===== src/rtl/pulse_merger_pkg.sv =====
// Shared types and helpers for the pulse merger: FSM state encoding and the
// saturating up/down step used by the per-channel pending counters.
package pulse_merger_pkg;

  typedef enum logic [1:0] {
    ST_IDLE  = 2'd0,
    ST_PULSE = 2'd1,
    ST_GAP   = 2'd2
  } state_t;

  // Saturating add of (+inc -dec) to cnt, clamped to [0, max_val].
  // inc and dec together cancel, so a saturated count with a simultaneous
  // grant and new pulse stays at max_val.
  function automatic logic [31:0] sat_add(input logic [31:0] cnt,
                                          input logic        inc,
                                          input logic        dec,
                                          input logic [31:0] max_val);
    logic [31:0] res;
    res = cnt;
    if (inc && !dec) begin
      if (cnt < max_val) res = cnt + 32'd1;
    end else if (dec && !inc) begin
      if (cnt != 32'd0) res = cnt - 32'd1;
    end
    return res;
  endfunction

endpackage


===== src/rtl/pulse_merger_round_robin_arbiter.sv =====
// Combinational round-robin arbiter. Searches from last+1 (mod CHANNELS)
// upward and grants the first requesting channel.
// Handshake: grant_valid is high exactly when enable is high and at least one
// req bit is set; grant is then one-hot and grant_idx names that bit. With
// grant_valid low, grant is all zero and grant_idx is zero.
module round_robin_arbiter
  import pulse_merger_pkg::*;
#(
  parameter int CHANNELS    = 4,
  parameter int INDEX_WIDTH = 2
) (
  input  logic [CHANNELS-1:0]    req,
  input  logic [INDEX_WIDTH-1:0] last,
  input  logic                   enable,
  output logic [CHANNELS-1:0]    grant,
  output logic [INDEX_WIDTH-1:0] grant_idx,
  output logic                   grant_valid
);

  // Rotating priority search starting one past the previous winner.
  always_comb begin : pick
    logic [INDEX_WIDTH-1:0] cand;
    grant       = '0;
    grant_idx   = '0;
    grant_valid = 1'b0;
    cand        = '0;
    for (int off = 1; off <= CHANNELS; off++) begin
      cand = INDEX_WIDTH'((int'(last) + off) % CHANNELS);
      if (enable && !grant_valid && req[cand]) begin
        grant[cand] = 1'b1;
        grant_idx   = cand;
        grant_valid = 1'b1;
      end
    end
  end

endmodule


===== src/rtl/pulse_merger.sv =====
// Merges per-channel pulse streams onto one output pulse line. Each channel
// queues pulses in a saturating pending counter; a round-robin scheduler
// drains them as one-cycle pulses separated by at least MIN_GAP low cycles,
// tagging each pulse with its source channel.
module pulse_merger
  import pulse_merger_pkg::*;
#(
  parameter int CHANNELS            = 4,
  parameter int PULSE_COUNTER_WIDTH = 3,
  parameter int MIN_GAP             = 1,
  localparam int INDEX_WIDTH        = $clog2(CHANNELS)
) (
  input  logic                   clock,
  input  logic                   reset,
  input  logic [CHANNELS-1:0]    pulse_in,
  input  logic                   clear,
  output logic                   pulse_out,
  output logic [INDEX_WIDTH-1:0] pulse_index,
  output logic [CHANNELS-1:0]    busy,
  output logic                   pending
);

  localparam int W     = PULSE_COUNTER_WIDTH;
  localparam int GAP_W = (MIN_GAP > 1) ? $clog2(MIN_GAP) : 1;
  localparam logic [W-1:0]           CNT_MAX   = '1;
  localparam logic [GAP_W-1:0]       GAP_LOAD  = GAP_W'(MIN_GAP - 1);
  localparam logic [INDEX_WIDTH-1:0] LAST_INIT = INDEX_WIDTH'(CHANNELS - 1);

  // Registered state
  state_t                 state_q, state_d;
  logic [GAP_W-1:0]       gap_q, gap_d;
  logic [INDEX_WIDTH-1:0] last_q, last_d;
  logic                   pulse_out_q, pulse_out_d;
  logic [INDEX_WIDTH-1:0] pulse_index_q, pulse_index_d;
  logic [W-1:0]           count_q [CHANNELS];
  logic [W-1:0]           count_d [CHANNELS];

  // Scheduler signals
  logic [CHANNELS-1:0]    req;
  logic [CHANNELS-1:0]    grant;
  logic [INDEX_WIDTH-1:0] grant_idx;
  logic                   grant_valid;
  logic                   grant_window;
  logic                   grant_enable;

  // A grant may only be issued from IDLE or on the final gap cycle, and
  // never in a cycle where clear is flushing the counters.
  assign grant_window = (state_q == ST_IDLE) ||
                        ((state_q == ST_GAP) && (gap_q == '0));
  assign grant_enable = grant_window && !clear;

  // Requests include this cycle's input so a fresh pulse can win immediately.
  always_comb begin
    req = '0;
    for (int i = 0; i < CHANNELS; i++) begin
      req[i] = (count_q[i] != '0) || pulse_in[i];
    end
  end

  round_robin_arbiter #(
    .CHANNELS    (CHANNELS),
    .INDEX_WIDTH (INDEX_WIDTH)
  ) u_arb (
    .req         (req),
    .last        (last_q),
    .enable      (grant_enable),
    .grant       (grant),
    .grant_idx   (grant_idx),
    .grant_valid (grant_valid)
  );

  // Next pending counts: clear wins; otherwise +pulse -grant with saturation.
  always_comb begin
    for (int i = 0; i < CHANNELS; i++) begin
      count_d[i] = '0;
      if (!clear) begin
        count_d[i] = W'(sat_add(32'(count_q[i]), pulse_in[i], grant[i],
                                32'(CNT_MAX)));
      end
    end
  end

  // Round-robin pointer follows the most recent winner.
  always_comb begin
    last_d = last_q;
    if (grant_valid) last_d = grant_idx;
  end

  // FSM next state: IDLE -> PULSE on grant, PULSE -> GAP, GAP counts down and
  // on its last cycle either re-grants into PULSE or falls back to IDLE.
  always_comb begin
    state_d       = state_q;
    gap_d         = gap_q;
    pulse_out_d   = 1'b0;
    pulse_index_d = '0;
    unique case (state_q)
      ST_IDLE: begin
        if (grant_valid) state_d = ST_PULSE;
      end
      ST_PULSE: begin
        state_d = ST_GAP;
        gap_d   = GAP_LOAD;
      end
      ST_GAP: begin
        if (gap_q == '0) begin
          state_d = grant_valid ? ST_PULSE : ST_IDLE;
        end else begin
          gap_d = gap_q - 1'b1;
        end
      end
      default: state_d = ST_IDLE;
    endcase
    // A grant only happens where the FSM moves into PULSE, so the registered
    // pulse outputs track the PULSE state exactly.
    if (grant_valid) begin
      pulse_out_d   = 1'b1;
      pulse_index_d = grant_idx;
    end
  end

  // FSM state, gap counter and registered pulse outputs.
  always_ff @(posedge clock) begin
    if (reset) begin
      state_q       <= ST_IDLE;
      gap_q         <= '0;
      pulse_out_q   <= 1'b0;
      pulse_index_q <= '0;
    end else begin
      state_q       <= state_d;
      gap_q         <= gap_d;
      pulse_out_q   <= pulse_out_d;
      pulse_index_q <= pulse_index_d;
    end
  end

  // Pending counters and round-robin pointer.
  always_ff @(posedge clock) begin
    if (reset) begin
      last_q <= LAST_INIT;
      for (int i = 0; i < CHANNELS; i++) count_q[i] <= '0;
    end else begin
      last_q <= last_d;
      for (int i = 0; i < CHANNELS; i++) count_q[i] <= count_d[i];
    end
  end

  // Status: busy flags saturated counters, pending flags any outstanding work.
  always_comb begin
    busy    = '0;
    pending = pulse_out_q;
    for (int i = 0; i < CHANNELS; i++) begin
      busy[i] = (count_q[i] == CNT_MAX);
      if (count_q[i] != '0) pending = 1'b1;
    end
  end

  assign pulse_out   = pulse_out_q;
  assign pulse_index = pulse_index_q;

endmodule


===== config.mk =====
export PLATFORM = sky130hd
export DESIGN_NAME = pulse_merger
export DESIGN_NICKNAME = d
export VERILOG_FILES = /design/src/rtl/pulse_merger_pkg.sv /design/src/rtl/pulse_merger_round_robin_arbiter.sv /design/src/rtl/pulse_merger.sv
export SDC_FILE = /design/constraint.sdc
export NUM_CORES = 1
export LEC_CHECK = 0
export ABC_AREA = 1
export BUFFER_PORTS_ARGS = -buffer_cell sky130_fd_sc_hd__buf_4
export CORE_UTILIZATION = 59
export DETAILED_ROUTE_END_ITERATION = 12
export PLACE_DENSITY_LB_ADDON = 0.1
export SYNTH_ARGS = -nofsm -noshare
export SYNTH_HDL_FRONTEND = slang
export SYNTH_HIERARCHICAL = 1
export SYNTH_SLANG_ARGS = --single-unit

===== constraint.sdc =====
create_clock -name clock -period 3.68 [get_ports clock]
set_input_delay 0.368 -clock clock [delete_from_list [all_inputs] [get_ports clock]]
set_output_delay 0.368 -clock clock [all_outputs]
set_load 0.005 [all_outputs]

# Word level (Yosys, flattened, before mapping)
# Memories as Yosys holds them, arrays and structs flattened.
# Cells that the tools add are included.
[totals] reg_bits=8 ram_bits=12 inputBits=7 out_inout_bits=8 word_cells=160 mem_count=1
[classes] n_addsub=13 n_lt_le_gt_ge=12 n_eq_ne=8 muxes=66 bitwise_logic=9 reduce_logical=46
[mem_list] memory="count_q" words=4 width=3 rd=4 rd_clocked_by_memory_dff=0 write_ports=4 line="pulse_merger.sv:35" source="logic [W-1:0] count_q [CHANNELS];"
[op_table] cell="two-way mux 3 bit" n=24
[op_table] cell="two-way mux 1 bit" n=22
[op_table] cell="logical AND 1 bit" n=21
[op_table] cell="two-way mux 4 bit" n=4
[op_table] cell="adder 3 x 1 -> 3 bit (second input constant)" n=4
[op_table] cell="== test 3 bit (second input constant)" n=4
[op_table] cell="zero test 1 bit" n=12
[op_table] cell="< comparator 2 x 3 -> 1 bit (second input constant)" n=4
[op_table] cell="< comparator 3 bit (second input constant)" n=4
[op_table] cell="two-way mux 2 bit" n=6
[op_table] cell="OR 4 bit" n=3
[op_table] cell="nonzero test 3 bit" n=4
[op_table] cell="subtractor 3 x 1 -> 3 bit (second input constant)" n=4
[op_table] cell="binary-select mux 1 bit (select 2 bit)" n=4
[op_table] cell="demux 1 bit (select 2 bit)" n=4
[op_table] cell="greater-or-equal comparator 2 x 1 -> 1 bit (second input constant)" n=4
[op_table] cell="one-hot mux 2 bit (3 select lines)" n=1
[op_table] cell="logical OR 1 bit" n=5
[op_table] cell="adder 2 x 1 -> 2 bit (second input constant)" n=2
[op_table] cell="adder 2 bit (second input constant)" n=2
[op_table] cell="inequality test 2 bit (second input constant)" n=2
[op_table] cell="OR 1 bit" n=4
[op_table] cell="== test 2 x 1 -> 1 bit (second input constant)" n=1
[op_table] cell="== test 2 bit (second input constant)" n=1
[op_table] cell="7 further kinds" n=8

# Logic depth before layout (Yosys ltp)
# Gate-level depths: netlist of the first run.
[logic_depth] depth_word=23 depth_mapped=21 ltp_nobuf=21

# Modules after synthesis
# Netlist of the first run, hierarchy kept.
[by_module_without_submodules] module="pulse_merger" instances=1 cells_per_inst=166 area_per_inst_um2=1124.8
[by_module_without_submodules] module="round_robin_arbiter" instances=1 cells_per_inst=87 area_per_inst_um2=503.0

# Worst setup path before layout of the first run
# Ideal clock, no wire load.
[synth_path] path_type="reg-to-reg" start="register last_q[0]" end="memory count_q[1][2] (netlist bit)" setup_time_ns=0.110 arrival_time_ns=2.606 path_slack_ns=0.965 stages_incl_launch_ff=18 n_path_buf=0 cell_sequence="dfxtp_1 inv_2 ha_1 inv_1 nand3_2 nand2_4 nand3_2 nand4_1 nand2_1 inv_1 ha_1 inv_1 fa_1 nand3b_1 nand2_1 nand2_1 nand2_1 nor2_1"
[synth_rtl] element="start: declaration" line="pulse_merger.sv:32" source="logic [INDEX_WIDTH-1:0] last_q, last_d;"
[synth_rtl] element="start signal: assignment" line="pulse_merger.sv:142" source="last_q <= last_d;"
[synth_rtl] element="end: declaration" line="pulse_merger.sv:35"

==> results of run 1 <==
[critical path, stage by stage (launching register included)]
cell and delay [ns]:
dfxtp_1 0.55, inv_2 0.18, ha_1 0.40, inv_1 0.11, nand3_2 0.12, nand2_4 0.13
nand3_2 0.18, nand4_1 0.14, nand2_1 0.06, inv_1 0.05, ha_1 0.20, inv_1 0.09
fa_1 0.38, nand3b_1 0.16, nand2_1 0.07, nand2_1 0.05, nand2_1 0.05, nor2_1 0.04
[synth_stat cells (all sizes together)]
cell / count
dfxtp: 18
a21oi: 3
nand3: 17
clkbuf: 1
inv: 43
nand4: 18
xnor2: 3
ha: 11
nor3: 11
nor2: 39
or2: 2
o21ai: 4
nand3b: 4
nand2: 75
fa: 4
[flip-flops by register name, indices dropped and copies added, names as in the netlist]
| register | cells |
|---|---|
| count_q | 12 |
| state_q | 1 |
| pulse_index | 2 |
| last_q | 2 |
| pulse_out | 1 |
[power by group through the flow]
stage / sequential (W) / combinational (W) / clock [W]
6_report: 0.000323 / 0.00103 / 0.000102
3_3_place_gp: 0.000328 / 0.00101 / 0
5_1_grt: 0.000336 / 0.00118 / 0.000117
2_1_floorplan: 0.000317 / 0.000808 / 0
4_1_cts: 0.000323 / 0.00103 / 0.000108
3_5_place_dp: 0.000328 / 0.00102 / 0
[final cells by class]
type,instances,area (µm²)
Clock buffer,3,22.52
Sequential cell,18,360.3
Timing Repair Buffer,14,105.1
Fill cell,245,765.7
Tap cell,30,37.54
Multi-Input combinational cell,191,1092
Inverter,43,161.4
[cells in the final DEF (no fill, tap or decap), types with 4 or more instances in the layout]
| cell | n |
|---|---|
| inv_2 | 6 |
| nand3_1 | 7 |
| nand2_1 | 70 |
| ha_1 | 11 |
| buf_4 | 14 |
| nand3_2 | 8 |
| inv_1 | 37 |
| dfxtp_1 | 18 |
| fa_1 | 4 |
| nor3_1 | 11 |
| nand2_2 | 4 |
| nand4_1 | 18 |
| nor2_1 | 39 |
[how the worst max path moves through the flow]
stage / to / cells past startpoint
2_1_floorplan: count_q[1][2]$_SDFFE_PP0P_ / 17
3_3_place_gp: count_q[1][2]$_SDFFE_PP0P_ / 17
3_5_place_dp: count_q[1][2]$_SDFFE_PP0P_ / 17
5_1_grt: count_q[1][1]$_SDFFE_PP0P_ / 17
6_report: count_q[1][2]$_SDFFE_PP0P_ / 17
4_1_cts: count_q[1][2]$_SDFFE_PP0P_ / 17
[per-stage QoR]
step                power (W)  cell area [µm²]  instances  hold slack, ns  util (%)
floorplan            0.001125             1628        253          0.3932         -
global placement     0.001338             1757        296          0.4019     69.03
finish               0.001459             1779        299          0.2606     69.91
CTS                  0.001457             1779        299          0.2522     69.91
detailed placement   0.001345             1757        296          0.4060     69.03
global route         0.001629             1779        299          0.2384     69.91
[per-layer routing]
layer / up-vias / routed length, µm / GRT usage (%)
met5: - / 0 / 0
met1: 677 / 1572 / 32.45
met2: 49 / 1556 / 43.90
met3: 6 / 191 / 5.278
li1: 831 / - / -
met4: 0 / 38 / 8.547
[cells by family (layout without fill, tap and decap cells)]
family	Yosys count	count (layout)	synth area share [%]
AO/OA/AOI/OAI	7	7	2.151
XOR/XNOR	3	3	1.614
adder cells (fa/ha/maj)	15	15	13.37
buffers and inverters	44	60	10.76
flip-flops	18	18	22.14
AND/OR/NAND/NOR	166	166	49.96
==> flow_summary_export.csv, run 1 <==
group,metric,value,unit
outcome,status,"completed",
die,die_y,54.53,µm
critical_path,crit_type,"reg -> reg",
sta,worstMarginPinSlew,0.8634,ns
yosys,synthCells,253,
cts,clock_latency,0.30,ns
critical_path,r2r_start,"last_q[0]$_SDFFE_PP1P_",
sta,setup_slack,0.6345,ns
route,routedWlPerCell,11.23,µm
route,wl,3.358,mm
cts,htree_levels,1,
power,clkPwrFrac,7.0,%
critical_path,crit_arrival,3.25,ns
job,cap_viol_max_count,0,
finish,n_antenna_cell,0,
power,intPower,0.0006601,W
critical_path,cp-start-kind,"flip-flop",
sta,setup_viol,0,
cts,cts_inserted_buffers,3,
yosys,synth_top_area_share,22.14,%
sta,finalCritPeriodShare,82.76,%
global_route,grt_usage,25.94,%
yosys,syn_area,0.001628,mm²
finish,syn_to_final_growth,9.301,%
yosys,syn_nets,275,
place,gp_congestion,0.9325,
sta,maxSlewHeadroom,42.23,%
place,dpl.hpwl,2.640,mm
route,drtAntennaViolNets,0,
die,dieArea,0.002973,mm²
die,die_x,54.53,µm
critical_path,startpoint,"last_q[0]$_SDFFE_PP1P_",
critical_path,cp-end-kind,"flip-flop",
die,io_pins,15,
die,rows,18,
power,pwr-share-comb,70.8,%
route,initialDrtViolationCount,71,
cts,cts.path.max_buffers,2,
worst_hold_path,min_path_type,"in -> reg",
global_route,grt_pass1_wl,5.520,mm
cts,cts_root_buf,"clkbuf_4",
sta,fmax,328.4,MHz
finish,drive_gt1_share,15.61,%
cts,clk_pin_slew,0.11,ns
power,power.leakage,0.9471,nW
die,start_util,63.96,%
route,drt-vias-per-instance,5.227,
yosys,synthTopCellsByArea,"dfxtp_1, nand2_1, nor2_1",
cts,cts_setup_buffers,0,
route,num_vias,1563,
power,switchingPower,0.0007991,W
route,dr.pass1.iters,5,
finish,final_nets,293,
yosys,synth.distinct_cells,22,
worst_hold_path,min_from,"reset",
yosys,synth_area_leader_cell,"dfxtp_1",
global_route,overflow,0,
critical_path,r2r_slack,0.63,ns
power,swShare,54.76,%
critical_path,crit_path_max_fanout,11,
worst_hold_path,min_delay_path_depth,2,
yosys,syn_avg_cell_area,6.434,µm²
global_route,antenna_found_initial,0,
route,drc,0,
cts,ctsHoldBuffers,0,
sta,finalCriticalPeriod,3.045,ns
yosys,yosysSeqAreaShare,22.14,%
sta,hold_violations,0,
power,power_density,820.2,mW/mm²
critical_path,worstPathRequired,3.89,ns
die,core_area,0.002545,mm²
power,seq_power_share,22.2,%
critical_path,r2r.worst_path.cells,17,
place,io_buffer_count,14,
sta,slew_violations,0,
sta,fin_worst_skew,0.006501,ns
global_route,grt_pass1_vias,1346,
sta,rsz0062_at_grt,"false",
cts,cts.sinks,18,
place,pre_cts_ws,0.7011,ns
yosys,ys_seq_elements,18,
cts,cts_tree,"built",
cts,cts-resized-gates,0,
sta,tns,0,ns
worst_hold_path,hold_end,"pulse_out$_SDFF_PP0_",
yosys,synth_warnings,6,
power,peakVddDrop,0.0006229,V
global_route,grt_max_degree,13,
critical_path,r2r_end,"count_q[1][2]$_SDFFE_PP0P_",
Note: power is estimated with default switching activity, not from simulation.
==> inputs of run 2 (changes only) <==
--- a/config.mk
+++ b/config.mk
@@ -7,7 +7,7 @@
 export LEC_CHECK = 0
 export ABC_AREA = 1
 export BUFFER_PORTS_ARGS = -buffer_cell sky130_fd_sc_hd__buf_4
-export CORE_UTILIZATION = 59
+export CORE_UTILIZATION = 53
 export DETAILED_ROUTE_END_ITERATION = 12
 export PLACE_DENSITY_LB_ADDON = 0.1
 export SYNTH_ARGS = -nofsm -noshare
==> constraint.sdc (replaced) <==
create_clock -name clock -period 2.7 [get_ports clock]
set_input_delay 0.27 -clock clock [delete_from_list [all_inputs] [get_ports clock]]
set_output_delay 0.27 -clock clock [all_outputs]
set_load 0.005 [all_outputs]
==> run 2 against run 1 <==
Net effect: the run now ends with design-rule violations left; maximum frequency is 16% higher; global-route usage is 2.5 points lower; first-iteration DRC count is 4.2% higher; register-to-register slack worse by 0.55 ns; critical endpoint unchanged; sequential share of layout area is 2.2 points lower; largest cell class unchanged; wire length is 15% higher; clock skew is 0.0044 ns lower; utilization is 1.7 points higher; power is 58% higher.
==> flow_summary_export.csv, run 2 (same netlist as run 1, synthesis figures left out) <==
group,metric,value,unit
global_route,grt_pass1_wl,6.099,mm
critical_path,crit_type,"reg -> reg",
sta,slew_violations,0,
route,drc,1,
cts,clk_pin_slew,0.10,ns
sta,hold_violations,0,
die,start_util,57.54,%
place,gp_congestion,0.9481,
power,power_density,1137,mW/mm²
critical_path,crit_cells,20,
critical_path,cp_slowest_stage_delay,0.37,ns
critical_path,crit_buf_inv,4,
critical_path,startpoint,"count_q[1][1]$_SDFFE_PP0P_",
cts,cts.sinks,18,
critical_path,r2r_slack,0.08,ns
global_route,grt_usage,23.42,%
place,io_buffer_count,14,
cts,cts_setup_buffers,0,
die,die_y,57.42,µm
finish,design_area,0.002026,mm²
finish,fillers,272,
die,core_area,0.002829,mm²
outcome,status,"finished with violations",
sta,maxSlewHeadroom,60.28,%
finish,final_cells,317,
critical_path,worstPathRequired,2.90,ns
place,place_area,0.001887,mm²
power,peakVddDrop,0.0005915,V
sta,finalCriticalPeriod,2.619,ns
die,die_x,57.42,µm
die,rows,19,
route,routedWlPerCell,12.21,µm
critical_path,path_cells,"inv_2 > nand3_2 > or2_4 > nand2_2 > nand3_2 > nand2_1 > inv_2 > nand4_1 > nand2_1 > nor2_1 > nand2_1 > inv_1 > ha_1 > inv_1 > fa_1 > nand3b_1 > nand2_1 > nand2_1 > nand2_1 > nor2_1",
critical_path,path_delay_family,"simple AND/OR/NAND/NOR gates",
sta,whs,0.1795,ns
critical_path,crit_path_max_fanout,6,
critical_path,cp-end-kind,"flip-flop",
cts,htree_levels,1,
finish,syn_to_final_growth,24.44,%
route,drt-vias-per-instance,5.240,
cts,cts_tree,"built",
sta,rsz0062_at_grt,"true",
finish,largest_reg_flops,12,
route,wl,3.871,mm
critical_path,crit_arrival,2.82,ns
finish,multi_input_area,0.001205,mm²
cts,cts.path.max_buffers,2,
job,cap_viol_max_count,0,
cts,cts_inserted_buffers,3,
route,dr.pass1.iters,9,
outcome,violations,"design-rule violations",
cts,clock_latency,0.28,ns
cts,ctsHoldBuffers,0,
sta,fmax,381.8,MHz
sta,setup_viol,0,
worst_hold_path,min_from,"reset",
worst_hold_path,min_path_type,"in -> reg",
critical_path,cp-start-kind,"flip-flop",
critical_path,r2r_end,"count_q[1][2]$_SDFFE_PP0P_",
die,dieArea,0.003297,mm²
global_route,grt_pass1_vias,1425,
critical_path,critical-path-slowest-cell,"fa_1",
route,drtAntennaViolNets,0,
finish,n_antenna_cell,0,
critical_path,endpoint,"count_q[1][2]$_SDFFE_PP0P_",
finish,final_nets,310,
sta,finalCritPeriodShare,97.01,%
place,dp_cells,314,
global_route,antenna_found_initial,0,
critical_path,path_common_cell,"nand2_1",
sta,worstMarginPinSlew,0.5936,ns
finish,drive_gt1_share,28.67,%
finish,final_common_cell,"nand2_1",
global_route,grt_max_degree,13,
power,power.leakage,1.041,nW
critical_path,r2r.worst_path.cells,20,
place,dpl.hpwl,2.804,mm
critical_path,r2r_start,"count_q[1][1]$_SDFFE_PP0P_",
finish,ff_latch_area,365.4,µm²
cts,cts_root_buf,"clkbuf_4",
die,io_pins,15,
sta,fin_worst_skew,0.002085,ns
global_route,overflow,0,
route,num_vias,1661,
finish,final_cell_mix,"nand2_1, nor2_1, inv_1",
finish,regMostFlops,"count_q",
route,initialDrtViolationCount,74,
run 2: timing repair:
item,4_1_cts,5_1_grt
pin swaps,0,7
endpoints found under the setup margin,1,11
resized for setup,2,28
run 2: worst min-delay path by stage:
stage | slack (ns) | cells past startpoint | end
2_1_floorplan | 0.35 | 1 | pulse_out$_SDFF_PP0_
3_3_place_gp | 0.40 | 1 | state_q[0]$_SDFFE_PP0P_
3_5_place_dp | 0.41 | 1 | state_q[0]$_SDFFE_PP0P_
4_1_cts | 0.17 | 2 | pulse_out$_SDFF_PP0_
5_1_grt | 0.17 | 2 | pulse_out$_SDFF_PP0_
6_report | 0.18 | 2 | pulse_out$_SDFF_PP0_
run 2: layout make-up:
cell class | count | area share (%)
sequential | 18 | 18.04
inverter | 43 | 7.968
timing repair buffer | 31 | 11.49
clock buffer | 3 | 1.112
multi-input combinational | 191 | 59.48
tap | 31 | 1.915
run 2: per-stage QoR:
step           TNS, ns  utilization (%)  setup WS [ns]  power [W]
2_1_floorplan        0                -         0.1055   0.001535
3_3_place_gp         0            66.70        0.06053   0.001948
3_5_place_dp         0            66.70        0.02233   0.001958
4_1_cts              0            67.49        0.01637   0.002102
5_1_grt        -0.7238            71.61        -0.1122   0.002541
6_report             0            71.61        0.08063   0.002303
run 2: metal layers:
metal	global-route usage, %	share of wire (%)
met1	32.72	46
met5	0	0
met3	3.175	2.8
met4	5.923	1.1
met2	38.04	50
run 2: where the power goes:
| part | switching, W | leakage (nW) | internal (W) |
|---|---|---|---|
| Clock | 0.0000818 | 0.0138 | 0.0000518 |
| Combinational | 0.00108 | 0.878 | 0.000672 |
| Sequential | 0.0000652 | 0.149 | 0.000352 |
